==> src/rtl/tug_pkg.sv <==
// tug_pkg: shared FSM states, LED bounds and LED decode for the tug-of-war field
package tug_pkg;
  typedef enum logic [1:0] {PLAY, OUT_L, OUT_R} state_t;
  localparam logic [3:0] LED_CENTER = 4'd5;
  localparam logic [3:0] LED_MIN = 4'd1;
  localparam logic [3:0] LED_MAX = 4'd9;
  function automatic logic [8:0] led_bits(input logic [3:0] p);
    return 9'b1 << (p - 4'd1);
  endfunction
endpackage

==> src/rtl/key_edge.sv <==
// key_edge: per-key rising-edge pulse, optional two-flop synchronizer under TUG_FIELD_SYNC_EN
module key_edge (
  input  logic clk,
  input  logic rst_n,
  input  logic key_i,
  output logic press_o
);
  logic k;
  logic prev_q;
`ifdef TUG_FIELD_SYNC_EN
  logic [1:0] sync_q;
  always_ff @(posedge clk or negedge rst_n)
    if (!rst_n) sync_q <= '0;
    else sync_q <= {sync_q[0], key_i};
  assign k = sync_q[1];
`else
  assign k = key_i;
`endif
  always_ff @(posedge clk or negedge rst_n)
    if (!rst_n) prev_q <= 1'b0;
    else prev_q <= k;
  assign press_o = k & ~prev_q;
endmodule

==> src/rtl/tug_field.sv <==
// tug_field: tug-of-war light field; define TUG_FIELD_SYNC_EN to synchronize L/R before edge detection
module tug_field
  import tug_pkg::*;
(
  input  logic       clk,
  input  logic       reset,
  input  logic       L,
  input  logic       R,
  input  logic       restart,
  output logic [8:0] leds,
  output logic       game_over
);
  state_t state_q, state_d;
  logic [3:0] pos_q, pos_d;
  logic [8:0] leds_q, leds_d;
  logic go_q, go_d;
  logic pl, pr;
  key_edge u_l (.clk(clk), .rst_n(reset), .key_i(L), .press_o(pl));
  key_edge u_r (.clk(clk), .rst_n(reset), .key_i(R), .press_o(pr));
  always_ff @(posedge clk or negedge reset)
    if (!reset) begin
      state_q <= PLAY;
      pos_q   <= LED_CENTER;
      leds_q  <= led_bits(LED_CENTER);
      go_q    <= 1'b0;
    end else begin
      state_q <= state_d;
      pos_q   <= pos_d;
      leds_q  <= leds_d;
      go_q    <= go_d;
    end
  // simultaneous presses cancel; restart overrides everything
  always_comb begin
    state_d = state_q;
    pos_d   = pos_q;
    if (restart) begin
      state_d = PLAY;
      pos_d   = LED_CENTER;
    end else if (state_q == PLAY && (pl ^ pr)) begin
      if (pr) begin
        state_d = pos_q == LED_MIN ? OUT_R : PLAY;
        pos_d   = pos_q == LED_MIN ? pos_q : pos_q - 4'd1;
      end else begin
        state_d = pos_q == LED_MAX ? OUT_L : PLAY;
        pos_d   = pos_q == LED_MAX ? pos_q : pos_q + 4'd1;
      end
    end
    leds_d = state_d == PLAY ? led_bits(pos_d) : 9'b0;
    go_d   = state_d != PLAY;
  end
  assign leds      = leds_q;
  assign game_over = go_q;
endmodule

==> config.mk <==
export PLATFORM = sky130hd
export DESIGN_NAME = tug_field
export DESIGN_NICKNAME = d
export VERILOG_FILES = /design/src/rtl/tug_pkg.sv /design/src/rtl/key_edge.sv /design/src/rtl/tug_field.sv
export SDC_FILE = /design/constraint.sdc
export NUM_CORES = 1
export LEC_CHECK = 0
export BUFFER_PORTS_ARGS = -buffer_cell sky130_fd_sc_hd__buf_2
export CORE_MARGIN = 2
export CORE_UTILIZATION = 40
export DETAILED_ROUTE_END_ITERATION = 7
export GPL_TIMING_DRIVEN = 0
export PLACE_DENSITY = 0.67
export SYNTH_ARGS = -nofsm -noshare
export SYNTH_HDL_FRONTEND = slang
export SYNTH_HIERARCHICAL = 1
export SYNTH_SLANG_ARGS = --single-unit
==> constraint.sdc <==
create_clock -name clk -period 5.7 [get_ports clk]
set_input_delay 0 -clock clk [delete_from_list [all_inputs] [get_ports clk]]
set_output_delay 0 -clock clk [all_outputs]
set_load 0.1 [all_outputs]
==> reports/metrics.yaml <==
synth_fp_nets: 97
yosys.area.top_type: "dfrtp_1"
clock_latency_ns: 0.29
power_density_nw_per_um2: 262
synth_area_leaders: "dfrtp_1, dfstp_2, nor2_1"
slew_headroom_pct: 63.5
grt_pass1_wl_microns: 3340
synth_edf_count: 0
cp-startpoint: "pos_q[1]"
gp_congestion: 0.826
cts.sinks: 18
r2r_start: "pos_q[1]"
max_clock_freq_mhz: 435
htreeDepth: 1
r2r_cells: 7
preCtsSetupSlack_ns: 3.33
clockRootBuffer: "clkbuf_4"
grt_pass1_vias: 740
synth.avg_cell_area_sq_um: 10.9
grt_use_total_pct: 16.4
drt_iter0_markers: 5
use_met1_pct: 22.2
hold_slack_ns: 0.147
dieHeight_microns: 53.2
cp_max_fo: 6
via_count: 742
die_area_sq_um: 2830
hpwl_microns: 1460
syn_to_final_growth_pct: 16.7
ant_nets: 0
initial_core_util_pct: 43.0
cts_post_setup_buffers_inserted: 0
routedWlPerCell_microns: 14.4
final_nets: 119
tightest_slew_ns: 0.533
fp-row-count: 17
drv_cap: 0
p_total_mw: 0.296
core-area_sq_um: 2250
fill_cells: 219
avgViaCountPerCell: 5.38
cts_tree: "yes"
final.setup.tns_ns: 0
antenna_cells: 0
worstPathRequired_ns: 5.89
drcViolationCount: 0
synth.top_cell.area_share_pct: 38.8
grt_max_degree: 19
grt.overflow.total: 0
synthArstFlopShare_pct: 100
grt_busiest_layer: "met2"
synth_commonest_cells: "dfrtp_1, nor2_1, inv_1"
setup_viol: 0
synth-seq-cells: 18
cts-buffers-inserted: 3
firstDrtPassIters: 2
grtUsageMet2_pct: 26.1
critical_path_arrival_ns: 2.49
crit_path_start_kind: "flop"
status: "finished clean"
io_pins: 15
antenna_found_initial: 0
synth.distinct_cells: 45
synth_area_sq_um: 968
maxSlewViolCount: 0
ir_drop_mv: 0.188
drive_gt1_share_pct: 31.8
cp-end-kind: "flop"
hold_viol: 0
yosysWarnings: 6
min_period_ns: 2.30
io_buffers: 14
fin_worst_skew_ns: 0.00782
ys_seq_area_share_pct: 46.9
hold_class: "primary input to flop"
crit_type: "flop to flop"
ys.flop_type: "dfrtp_1"
die_w_microns: 53.2
clk_path_buf_depth: 2
routed_wl_microns: 1980
setup_ws_ns: 3.40
grtUsageMet3_pct: 2.54
yosysMostFrequentCell: "dfrtp_1"
rsz0062_at_grt: "no"
syn_inst: 89
fin_crit_sh_pct: 40.3
p_leak_nw: 0.553
r2r_end: "leds[7]"
clkSlewWorstSetupHoldPaths_ns: 0.10
r2r_slack_ns: 3.40
crit_end: "leds[7]"
## worst max-delay path: stages (launching register included)
cell      delay [ns]
dfrtp_1         0.45
inv_1           0.12
ha_1            0.24
and2b_2         0.23
a211oi_1        0.29
mux2i_1         0.53
nor2_1          0.13
and4_1          0.23
## routing by layer
metal | vias to the layer above | share of wire [%]
met5 | - | 0
met4 | 0 | 0.40
met3 | 2 | 2.4
met2 | 11 | 47
met1 | 365 | 50
li1 | 364 | -
## through the flow
step	utilization [%]	instances	instance area, sq um
2_1_floorplan	-	89	968
3_3_place_gp	47.6	131	1070
3_5_place_dp	47.6	131	1070
4_1_cts	50.1	138	1130
5_1_grt	50.1	138	1130
6_report	50.1	138	1130
## state kept, by name, indices dropped and copies added, names as in the netlist
register and cells:
leds 9, state_q 2, game_over 1, u_l/prev_q 1, u_r/prev_q 1, pos_q 4
## worst min-delay path by stage
stage / from / end / slack, ns / depth (start not counted)
final: restart / pos_q[0] / 0.15 / 3
after global placement: reset / leds[0] / -0.06 / 1
after detailed placement: reset / leds[0] / -0.05 / 1
after global routing: reset / leds[0] / 0.19 / 2
after floorplan: reset / game_over / -0.30 / 0
after CTS: reset / leds[0] / 0.16 / 2
## final cells by class
class / instances / area [sq um] / share of cell area (%)
multi-input combinational: 63 / 479 / 42.4
timing repair buffer: 17 / 100 / 8.86
tap: 28 / 35.0 / 3.10
inverter: 5 / 18.8 / 1.66
clock buffer: 4 / 26.3 / 2.33
sequential: 18 / 454 / 40.2
buffer: 3 / 16.3 / 1.44
## where the power goes
| group | internal, mW | switching, mW |
|---|---|---|
| Sequential | 0.138 | 0.00584 |
| Combinational | 0.0221 | 0.0643 |
| Clock | 0.0272 | 0.0389 |
| Total | 0.187 | 0.109 |
## timing repair
action,4_1_cts,5_1_grt
hold buffers,3,0
endpoints found under the hold margin,20,0
gates resized for setup,0,0
## cell families after synthesis
group / count (synthesis) / share of synthesized area, %
AND/OR/NAND/NOR: 39 / 27.3
XOR/XNOR: 3 / 2.71
adder cells (fa/ha/maj): 3 / 3.88
buffers and inverters: 8 / 3.62
multiplexers: 1 / 1.03
flip-flops: 18 / 46.9
AO/OA/AOI/OAI: 17 / 14.6
## cells in the final DEF (no fill, tap or decap), types with 2 or more instances in the layout
cell type      count
nor2b_4            2
clkbuf_4           3
o21ai_0            3
dfrtp_1           15
nor3_1             2
dfstp_2            3
nor4_1             2
a211oi_2           2
dlygate4sd3_1      3
clkbuf_1           2
and3b_1            2
nand2_1            2
buf_2             15
nand3_1            2
inv_1              5
ha_1               3
xnor2_1            2
a21oi_1            3
nor2_1            11
Power figures use the tool's default switching activity.
